[config.mk]
export PLATFORM = sky130hd
export DESIGN_NAME = hsid_fifo_ext
export DESIGN_NICKNAME = d
export VERILOG_FILES = /design/src/rtl/hsid_fifo_pkg.sv /design/src/rtl/hsid_fifo_ram.sv /design/src/rtl/hsid_fifo_ext.sv
export SDC_FILE = /design/constraint.sdc
export NUM_CORES = 1
export LEC_CHECK = 0
export CORE_AREA = 3 3 140 142
export DETAILED_ROUTE_END_ITERATION = 7
export DIE_AREA = 0 0 143 145
export PLACE_DENSITY = 0.85
export SLEW_MARGIN = 20
export SYNTH_ARGS = -nofsm -noshare
export SYNTH_HDL_FRONTEND = slang
export SYNTH_SLANG_ARGS = --single-unit
[constraint.sdc]
create_clock -name i_clk -period 7.5 [get_ports i_clk]
set_input_delay 1.5 -clock i_clk [delete_from_list [all_inputs] [get_ports i_clk]]
set_output_delay 1.5 -clock i_clk [all_outputs]
set_load 0.05 [all_outputs]
[src/rtl/hsid_fifo_pkg.sv]
// Shared constants and types for the hsid FIFO slice.
package hsid_fifo_pkg;

   localparam int unsigned DEFAULT_DATA_WIDTH      = 16;
   localparam int unsigned DEFAULT_FIFO_ADDR_WIDTH = 4;

   // Occupancy status, all derived from the registered count.
   typedef struct packed {
      logic full;
      logic almost_full;
      logic empty;
      logic almost_empty;
   } fifo_flags_t;

endpackage

[src/rtl/hsid_fifo_ram.sv]
// FIFO storage: one write port, one registered read port sharing the read address.
// i_wr_copy makes the write port store the word at i_raddr instead of i_wdata (recirculation).
module hsid_fifo_ram #(
   parameter int unsigned DATA_WIDTH = 16,
   parameter int unsigned ADDR_WIDTH = 4
) (
   input  logic                  i_clk,
   input  logic                  i_rst_n,
   input  logic                  i_we,
   input  logic                  i_wr_copy,
   input  logic [ADDR_WIDTH-1:0] i_waddr,
   input  logic [DATA_WIDTH-1:0] i_wdata,
   input  logic                  i_re,
   input  logic [ADDR_WIDTH-1:0] i_raddr,
   output logic [DATA_WIDTH-1:0] o_rdata
);

   localparam int unsigned DEPTH = 2 ** ADDR_WIDTH;

   logic [DATA_WIDTH-1:0] r_mem [0:DEPTH-1];
   logic [DATA_WIDTH-1:0] r_rdata;
   logic [DATA_WIDTH-1:0] w_wr_word;

   assign w_wr_word = i_wr_copy ? r_mem[i_raddr] : i_wdata;

   // Array write, no reset on storage.
   always_ff @(posedge i_clk) begin
      if (i_we) begin
         r_mem[i_waddr] <= w_wr_word;
      end
   end

   // Registered read; holds its value when no read is issued.
   always_ff @(posedge i_clk or negedge i_rst_n) begin
      if (!i_rst_n) begin
         r_rdata <= '0;
      end else if (i_re) begin
         r_rdata <= r_mem[i_raddr];
      end
   end

   assign o_rdata = r_rdata;

endmodule

[src/rtl/hsid_fifo_ext.sv]
// Synchronous FIFO with flush, recirculate (loop) mode and threshold flags.
// Optional sticky overflow/underflow flags are built when HSID_FIFO_ERR_FLAGS_EN is defined;
// otherwise both outputs are tied low.
module hsid_fifo_ext
   import hsid_fifo_pkg::*;
#(
   parameter int unsigned DATA_WIDTH      = DEFAULT_DATA_WIDTH,
   parameter int unsigned FIFO_ADDR_WIDTH = DEFAULT_FIFO_ADDR_WIDTH
) (
   input  logic                     i_clk,
   input  logic                     i_rst_n,
   input  logic                     i_clear,
   input  logic                     i_loop_en,
   input  logic                     i_wr_en,
   input  logic                     i_rd_en,
   input  logic [DATA_WIDTH-1:0]    i_data_in,
   input  logic [FIFO_ADDR_WIDTH:0] i_almost_full_threshold,
   input  logic [FIFO_ADDR_WIDTH:0] i_almost_empty_threshold,
   output logic [DATA_WIDTH-1:0]    o_data_out,
   output logic                     o_data_valid,
   output logic [FIFO_ADDR_WIDTH:0] o_count,
   output logic                     o_full,
   output logic                     o_almost_full,
   output logic                     o_empty,
   output logic                     o_almost_empty,
   output logic                     o_overflow,
   output logic                     o_underflow
);

   localparam int unsigned FIFO_DEPTH = 2 ** FIFO_ADDR_WIDTH;
   localparam logic [FIFO_ADDR_WIDTH:0]   LP_FULL_CNT = (FIFO_ADDR_WIDTH+1)'(FIFO_DEPTH);
   localparam logic [FIFO_ADDR_WIDTH:0]   LP_CNT_ONE  = (FIFO_ADDR_WIDTH+1)'(1);
   localparam logic [FIFO_ADDR_WIDTH-1:0] LP_PTR_ONE  = (FIFO_ADDR_WIDTH)'(1);

   logic [FIFO_ADDR_WIDTH-1:0] r_wr_ptr;
   logic [FIFO_ADDR_WIDTH-1:0] r_rd_ptr;
   logic [FIFO_ADDR_WIDTH:0]   r_count;
   logic                       r_data_valid;
   fifo_flags_t                w_flags;
   logic                       w_rd_acc;
   logic                       w_wr_acc;
   logic                       w_loop;

   assign w_flags.full         = (r_count == LP_FULL_CNT);
   assign w_flags.empty        = (r_count == '0);
   assign w_flags.almost_full  = (r_count >= i_almost_full_threshold);
   assign w_flags.almost_empty = (r_count <= i_almost_empty_threshold);

   // A read frees a slot in the same cycle, so a full FIFO still accepts a paired write.
   assign w_rd_acc = i_rd_en && !w_flags.empty && !i_loop_en && !i_clear;
   assign w_wr_acc = i_wr_en && (!w_flags.full || w_rd_acc) && !i_loop_en && !i_clear;
   assign w_loop   = i_loop_en && !w_flags.empty && !i_clear;

   hsid_fifo_ram #(
      .DATA_WIDTH (DATA_WIDTH),
      .ADDR_WIDTH (FIFO_ADDR_WIDTH)
   ) u_ram (
      .i_clk     (i_clk),
      .i_rst_n   (i_rst_n),
      .i_we      (w_wr_acc || w_loop),
      .i_wr_copy (w_loop),
      .i_waddr   (r_wr_ptr),
      .i_wdata   (i_data_in),
      .i_re      (w_rd_acc || w_loop),
      .i_raddr   (r_rd_ptr),
      .o_rdata   (o_data_out)
   );

   // Pointers, occupancy and read-valid; clear beats loop beats normal traffic.
   always_ff @(posedge i_clk or negedge i_rst_n) begin
      if (!i_rst_n) begin
         r_wr_ptr     <= '0;
         r_rd_ptr     <= '0;
         r_count      <= '0;
         r_data_valid <= 1'b0;
      end else if (i_clear) begin
         r_wr_ptr     <= '0;
         r_rd_ptr     <= '0;
         r_count      <= '0;
         r_data_valid <= 1'b0;
      end else if (w_loop) begin
         r_wr_ptr     <= r_wr_ptr + LP_PTR_ONE;
         r_rd_ptr     <= r_rd_ptr + LP_PTR_ONE;
         r_data_valid <= 1'b1;
      end else begin
         if (w_wr_acc) begin
            r_wr_ptr <= r_wr_ptr + LP_PTR_ONE;
         end
         if (w_rd_acc) begin
            r_rd_ptr <= r_rd_ptr + LP_PTR_ONE;
         end
         if (w_wr_acc && !w_rd_acc) begin
            r_count <= r_count + LP_CNT_ONE;
         end else if (w_rd_acc && !w_wr_acc) begin
            r_count <= r_count - LP_CNT_ONE;
         end
         r_data_valid <= w_rd_acc;
      end
   end

`ifdef HSID_FIFO_ERR_FLAGS_EN
   logic r_overflow;
   logic r_underflow;

   // Sticky error flags, cleared only by flush or reset.
   always_ff @(posedge i_clk or negedge i_rst_n) begin
      if (!i_rst_n) begin
         r_overflow  <= 1'b0;
         r_underflow <= 1'b0;
      end else if (i_clear) begin
         r_overflow  <= 1'b0;
         r_underflow <= 1'b0;
      end else if (!i_loop_en) begin
         if (i_wr_en && !w_wr_acc) begin
            r_overflow <= 1'b1;
         end
         if (i_rd_en && w_flags.empty) begin
            r_underflow <= 1'b1;
         end
      end
   end

   assign o_overflow  = r_overflow;
   assign o_underflow = r_underflow;
`else
   assign o_overflow  = 1'b0;
   assign o_underflow = 1'b0;
`endif

   assign o_data_valid   = r_data_valid;
   assign o_count        = r_count;
   assign o_full         = w_flags.full;
   assign o_almost_full  = w_flags.almost_full;
   assign o_empty        = w_flags.empty;
   assign o_almost_empty = w_flags.almost_empty;

endmodule

==> metrics.md, run 1 <==
| Metric | Value |
|---|---|
| Post-synth EDFFs | `~260` |
| Req. time, crit path | `roughly 6000 ps` |
| CP Launch Type | `input pin` |
| Sw frac | `a little under a third` |
| Sum of negative setup slack | `0 ps` |
| Syn_area_per_cell | `16.6 sq um` |
| Crit end category | `primary output` |
| Share of cells above drive strength 1 | `17.9%` |
| Hold buffer count at CTS | `0` |
| Seq/Total Area, Yosys | `a little under three quarters` |
| Synthesized area | `about 12,000 sq um` |
| H-tree depth | `1` |
| Port-buffer cells | `57` |
| DIE HEIGHT | `about 150 microns` |
| Drt via density | `6.63` |
| Max-slew headroom | `between 20% and 30%` |
| Clock Tree Buf Depth | `3` |
| Yosys warns | `0` |
| GR Overflow Total | `0` |
| Least-Margin Pin Slew | `between 1000 and 1500 ps` |
| Final Setup Violations | `0` |
| Leakage power | `between 0.004 and 0.005 uW` |
| Vias | `6,933` |
| Vias in the first global route | `a little over 7k` |
| Seq pwr share | `around 45%` |
| Die W | `between 100 and 150 microns` |
| Worst skew pair latency | `540 ps` |
| Die ar. | `20,700 sq um` |
| CTS clk-pin slew, worst paths | `60 ps` |
| Psw | `roughly 1400 uW` |
| Pint | `~3100 uW` |
| Num CTS Buffers | `26` |
| CTS tree | `built` |
| #FFs+latches synth | `around 290` |
| Syn Inst Count | `approximately 710` |
| Fillers | `~1.0k` |
| Fin crit share | `a little under three quarters` |
| Wire length per cell | `26.3 microns` |
| Largest net degree at the start of global routing | `54` |
| MaxCap Viol Count | `0` |
| Worst ir drop on vdd | `around 0.0002 V` |
| Final Skew | `~23 ps` |
| Top_reg_cell synth | `edfxtp_1` |
| Clk pwr share | `roughly 28%` |
| Crit Path Max Fanout | `2` |
| Max-slew violations | `0` |
| Hold depth | `2` |
| Area taken by multi-input logic gates | `3150 sq um` |
| Post-CTS sizing | `0` |
| Placed Area | `approximately 13,000 sq um` |
| Core Rows | `50` |
| Nets | `about 840` |
| Pwr dens | `approximately 340 nW/um^2` |
| # IOs | `60` |
| DP Wirelength | `roughly 15 mm` |
| Unrepaired setup endpoints after global routing | `false` |
| Comb power frac | `a little over a quarter` |
| Ys async rst share | `about a tenth` |
| Yosys cell types | `48` |
| Status | `finished clean` |
| Clk sinks | `~290` |
| DR pass1 iterations | `5` |
| Layout overhead on the synthesized area | `14.7%` |
| Drt first-iter violations | `a little under 700` |
| Final WL | `27.5 mm` |
| Postcts setup bufs | `0` |
| Core footprint | `around 19,000 sq um` |
| Initial antenna violation count | `0` |
| Final worst slack | `between 2000 and 2500 ps` |
| Final ANT Viol Nets | `0` |
| Max frequency | `186 MHz` |
| Total Routing Usage GR | `approximately a quarter` |
| R2R Setup Slk | `roughly 3600 ps` |
| Final hold violations | `0` |
| CP arrival | `3880 ps` |
| Gpl congestion | `about 0.79` |
| Fin crit period | `5380 ps` |
| Power Total | `roughly 4600 uW` |
| Final instance area | `~14,000 sq um` |
| Reg2reg path depth | `5` |
| Root Driver | `clkbuf_16` |
| Ant. Diodes | `0` |
| HP Class | `register to register` |
| DP Worst Slack | `about 2100 ps` |
| Seq. cell area | `approximately 8400 sq um` |
| Worst hold slack | `489 ps` |
| Critical path class | `input pin to primary output` |
| First-pass GRT wire length | `between 40 and 50 mm` |
| Initial core utilization | `between 60 and 70%` |
| DRC viols | `0` |
==> logic make-up (layout without fill, tap and decap cells) <==
family,Yosys count,in the layout,synth area share (%)
flip-flops,286,286,71.3
multiplexers,96,96,11.9
buffers and inverters,53,150,2.18
adder cells (fa/ha/maj),20,20,2.18
AND/OR/NAND/NOR,133,133,5.16
other,1,2,0.0317
AO/OA/AOI/OAI,116,116,6.64
XOR/XNOR,8,8,0.592
==> layer usage <==
metal | share of wire [%] | wire length, microns | track usage, %
met4 | 3.9 | 1060 | 11.0
met5 | 0 | 0 | 0
met2 | 52 | 14300 | 44.9
met1 | 35 | 9730 | 34.9
met3 | 8.8 | 2420 | 4.12
==> area by class of cell <==
| type | count | share of cell area, % |
|---|---|---|
| Multi-Input combinational cell | 375 | 23.2 |
| Inverter | 15 | 0.415 |
| Clock inverter | 19 | 1.24 |
| Sequential cell | 286 | 62.2 |
| Timing Repair Buffer | 88 | 5.92 |
| Clock buffer | 28 | 4.85 |
| Tap cell | 234 | 2.16 |
==> stage by stage <==
step	util [%]	cells
final	73.0	1045
after global routing	73.0	1045
after CTS	72.9	1042
after detailed placement	68.4	995
after global placement	68.4	995
after floorplan	-	714
==> placed cells by master (no fill, tap or decap), types with 19 or more instances in the layout <==
cell / synthesis / final
buf_4: 8 / 30
o221ai_1: 22 / 22
dfrtp_1: 30 / 29
mux2i_1: 27 / 27
edfxtp_1: 256 / 256
o21ai_0: 35 / 26
clkbuf_16: 0 / 26
clkdlybuf4s50_1: 0 / 57
a21oi_1: 21 / 21
mux2_2: 37 / 37
ha_1: 19 / 19
nor2_1: 44 / 44
nand2_1: 51 / 51
mux4_2: 32 / 32
==> registers in the layout, summed over array words and instances, names as in the netlist <==
| register | flops |
|---|---|
| u_ram.r_mem | 256 |
| u_ram.o_rdata | 16 |
| o_count | 5 |
| o_data_valid | 1 |
| r_wr_ptr | 4 |
| r_rd_ptr | 4 |
==> synth_stat cells (3+ instances only) <==
library cell	n	area share (%)
xnor2_1	4	0.30
buf_6	3	0.29
mux4_2	32	6.1
ha_1	19	2.0
a22o_1	3	0.22
nor2_1	44	1.4
buf_1	5	0.16
o21ai_0	35	1.5
inv_1	15	0.48
a41oi_1	3	0.22
o221ai_1	22	1.6
mux2_2	37	3.5
dfrtp_1	30	6.3
nand3_1	3	0.13
mux2i_1	27	2.3
a211oi_1	3	0.19
buf_2	5	0.21
nand2_1	51	1.6
xor2_1	4	0.30
o21a_1	12	0.76
edfxtp_1	256	65
a21oi_1	21	0.89
buf_4	8	0.51
a221oi_1	4	0.30
nand2b_1	9	0.48
a2111oi_0	3	0.22
clkbuf_1	17	0.54
nor2b_1	11	0.58
and3_1	4	0.21
==> power by group through the flow <==
stage	clock network (uW)	logic (uW)	registers [uW]
after floorplan	0	727	2210
after global placement	0	1160	2080
after detailed placement	0	1220	2090
after CTS	1300	1230	2060
after global routing	1360	1330	2070
final	1290	1250	2060
==> worst max-delay path, cell delays in order <==
cell and delay, ps:
clkdlybuf4s50_1 460, inv_1 40, ha_1 300, nor2b_1 130
o21a_1 160, o21a_1 160, o21a_1 170, o22ai_1 130
clkdlybuf4s50_1 820
==> final timing paths <==
| kind | from | end |
|---|---|---|
| hold / removal | u_ram.o_rdata[14] | u_ram.o_rdata[14] |
| max in group asynchronous | i_rst_n | r_rd_ptr[0] |
| min in group asynchronous | i_rst_n | u_ram.o_rdata[13] |
| hold reg to reg | u_ram.o_rdata[14] | u_ram.o_rdata[14] |
| setup reg to reg | r_rd_ptr[0] | u_ram.r_mem[2][3] |
| setup / recovery | i_almost_empty_threshold[1] | o_almost_empty |
No activity file was read; power rests on OpenSTA's default activity.
==> run 2, diff against run 1 <==
--- a/config.mk
+++ b/config.mk
@@ -5,10 +5,10 @@
 export SDC_FILE = /design/constraint.sdc
 export NUM_CORES = 1
 export LEC_CHECK = 0
-export CORE_AREA = 3 3 140 142
+export CORE_AREA = 3 3 153 155
 export DETAILED_ROUTE_END_ITERATION = 7
-export DIE_AREA = 0 0 143 145
-export PLACE_DENSITY = 0.85
+export DIE_AREA = 0 0 156 158
+export PLACE_DENSITY = 0.75
 export SLEW_MARGIN = 20
 export SYNTH_ARGS = -nofsm -noshare
 export SYNTH_HDL_FRONTEND = slang
==> constraint.sdc (replaced) <==
create_clock -name i_clk -period 4.93 [get_ports i_clk]
set_input_delay 0.986 -clock i_clk [delete_from_list [all_inputs] [get_ports i_clk]]
set_output_delay 0.986 -clock i_clk [all_outputs]
set_load 0.05 [all_outputs]
==> metrics.md, run 2 (synthesis results as in run 1) <==
| Metric | Value |
|---|---|
| Status | `finished clean` |
| HP Class | `register to register` |
| Most common cell after layout, fill and taps aside | `edfxtp_1` |
| Largest register FFs | `256 (unchanged)` |
| First-pass GRT wire length | `39.2 mm (-5.5%)` |
| Clk sinks | `286 (unchanged)` |
| Crit end category | `primary output` |
| Top reg by flops | `u_ram.r_mem` |
| Vias in the first global route | `6,760 (-5.1%)` |
| Nets | `861 (+2.0%)` |
| CP arrival | `3370 ps (-510 ps)` |
| Initial antenna violation count | `0 (unchanged)` |
| Psw | `2170 uW (+50%)` |
| DRC viols | `0 (unchanged)` |
| Sw frac | `31.1% (-0.41 points)` |
| Clk pwr share | `28.0% (about the same)` |
| Final hold violations | `0 (unchanged)` |
| Pint | `4820 uW (+53%)` |
| Final ANT Viol Nets | `0 (unchanged)` |
| Wire length per cell | `23.4 microns (-11%)` |
| Num CTS Buffers | `28 (+7.7%)` |
| Final WL | `26.0 mm (-5.6%)` |
| Core Rows | `54 (+8.0%)` |
| Max-slew headroom | `30.3% (+5.8 points)` |
| Die W | `156 microns (+9.1%)` |
| DP Wirelength | `16.1 mm (+4.3%)` |
| Req. time, crit path | `3940 ps (-2060 ps)` |
| GR Overflow Total | `0 (unchanged)` |
| Fin crit share | `around 88%` |
| Root Driver | `clkbuf_16` |
| Hold buffer count at CTS | `0 (unchanged)` |
| Total Routing Usage GR | `21.1% (-5.6 points)` |
| Power Total | `6990 uW (+52%)` |
| Least-Margin Pin Slew | `1050 ps (-86.8 ps)` |
| Worst skew pair latency | `540 ps (about the same)` |
| Leakage power | `0.00469 uW (+2.0%)` |
| Drt first-iter violations | `690 (+0.15%)` |
| CP max stage delay | `830 ps (about the same)` |
| DIE HEIGHT | `158 microns (+9.0%)` |
| Slowest CP cell | `clkdlybuf4s50_1` |
| Post-CTS sizing | `0 (unchanged)` |
| Pwr dens | `507 nW/um^2 (+50%)` |
| CP Launch Type | `input pin` |
| Largest net degree at the start of global routing | `38 (-30%)` |
| Sum of negative setup slack | `0 ps (unchanged)` |
| Postcts setup bufs | `0 (unchanged)` |
| Clock Tree Buf Depth | `3 (unchanged)` |
| Share of cells above drive strength 1 | `19.5% (+1.6 points)` |
| DR pass1 iterations | `5 (unchanged)` |
| Worst ir drop on vdd | `0.000238 V (+19%)` |
| Placed Area | `12,900 sq um (+1.3%)` |
| Layout overhead on the synthesized area | `16.5%` |
| Vias | `6,659 (-4.0%)` |
| CTS clk-pin slew, worst paths | `60 ps (about the same)` |
| Util after Layout | `62.8% (-10 points)` |
| Commonest cells after routing, fill and taps aside | `256 x edfxtp_1, 57 x clkdlybuf4s50_1, 51 x nand2_1` |
| # IOs | `60 (unchanged)` |
| Ant. Diodes | `0 (unchanged)` |
| CTS tree | `built` |
| Die ar. | `24,600 sq um (+19%)` |
| Max-slew violations | `0 (unchanged)` |
| Gpl congestion | `0.791 (+0.15%)` |
| Core footprint | `22,000 sq um (+18%)` |
| R2R Setup Slk | `1660 ps (-1910 ps)` |
| Crit-path cells | `clkdlybuf4s50_1, inv_1, ha_1, nor2b_1, o21a_1, o21a_1, o21a_1, o22ai_1, clkdlybuf4s50_1` |
| Buf/Inv on CP | `3 (unchanged)` |
| Seq pwr share | `44.5% (-0.3 points)` |
| Fin crit period | `4360 ps` |
| CP top delay family | `buffers and inverters` |
| Crit Path Max Fanout | `2 (unchanged)` |
| Worst hold slack | `492 ps (+3.13 ps)` |
| Initial core utilization | `53.9% (-9.8 points)` |
| Port-buffer cells | `57 (unchanged)` |
| Unrepaired setup endpoints after global routing | `false` |
| MaxCap Viol Count | `0 (unchanged)` |
| Final instance area | `13,800 sq um (+1.6%)` |
| Most used cell, CP | `o21a_1` |
| Final Skew | `27.5 ps (+4.82 ps)` |
| Final Setup Violations | `0 (unchanged)` |
| Max frequency | `approximately 230 MHz` |
| H-tree depth | `1 (unchanged)` |
| Drt via density | `6.00 (-9.6%)` |
| Comb power frac | `27.5% (+0.4 points)` |
| Critical path class | `input pin to primary output` |
-- run 2: cell count changes in the layout (fill, tap and decap cells not counted), moves of 3 or more --
cell       previous run  this run
clkinv_1             10         3
buf_4                30        41
clkbuf_1              2         9
clkbuf_8              0         5
bufinv_16             3         0
-- run 2: layer usage --
metal	part of all wire, %	GRT usage [%]	vias up
met3	6.7	2.76	51
met2	52	37.9	258
li1	-	-	2963
met5	0	0	-
met1	39	27.5	3387
met4	2.2	5.38	0
-- run 2: final cells by class --
class | instances | area [sq um]
inverter | 15 | 56.3
tap | 280 | 350
clock inverter | 9 | 55.1
timing repair buffer | 103 | 923
sequential | 286 | 8440
clock buffer | 42 | 803
fill | 1460 | 8180
multi-input combinational | 375 | 3150
-- run 2: final timing paths --
check                                                 start                end  depth (start not counted)
worst max-delay path            i_almost_empty_threshold[1]     o_almost_empty                          9
worst min-delay path                      u_ram.o_rdata[10]  u_ram.o_rdata[10]                          2
worst max register to register                  r_rd_ptr[0]  u_ram.r_mem[9][3]                          7
worst min register to register            u_ram.o_rdata[10]  u_ram.o_rdata[10]                          2
max in group asynchronous                           i_rst_n        r_rd_ptr[0]                          2
min in group asynchronous                           i_rst_n        r_wr_ptr[3]                          2
-- run 2: per-stage QoR --
stage | setup WS, ps | instances
6_report | 571 | 1110
5_1_grt | 472 | 1110
4_1_cts | 577 | 1105
3_5_place_dp | 585 | 1054
3_3_place_gp | 629 | 1054
2_1_floorplan | 1280 | 714
-- run 2: tightest hold or removal path, cell delays in order, from the launching register on --
cell and delay [ps]:
dfrtp_1 350, nand2_1 50, o21ai_0 60
-- run 2: power groups by stage --
stage | clock [uW] | sequential, uW | combinational [uW]
final | 1960 | 3110 | 1920
after global routing | 2090 | 3130 | 2070
after CTS | 1990 | 3110 | 1910
after detailed placement | 0 | 3160 | 1900
after global placement | 0 | 3150 | 1830
after floorplan | 0 | 3360 | 1110
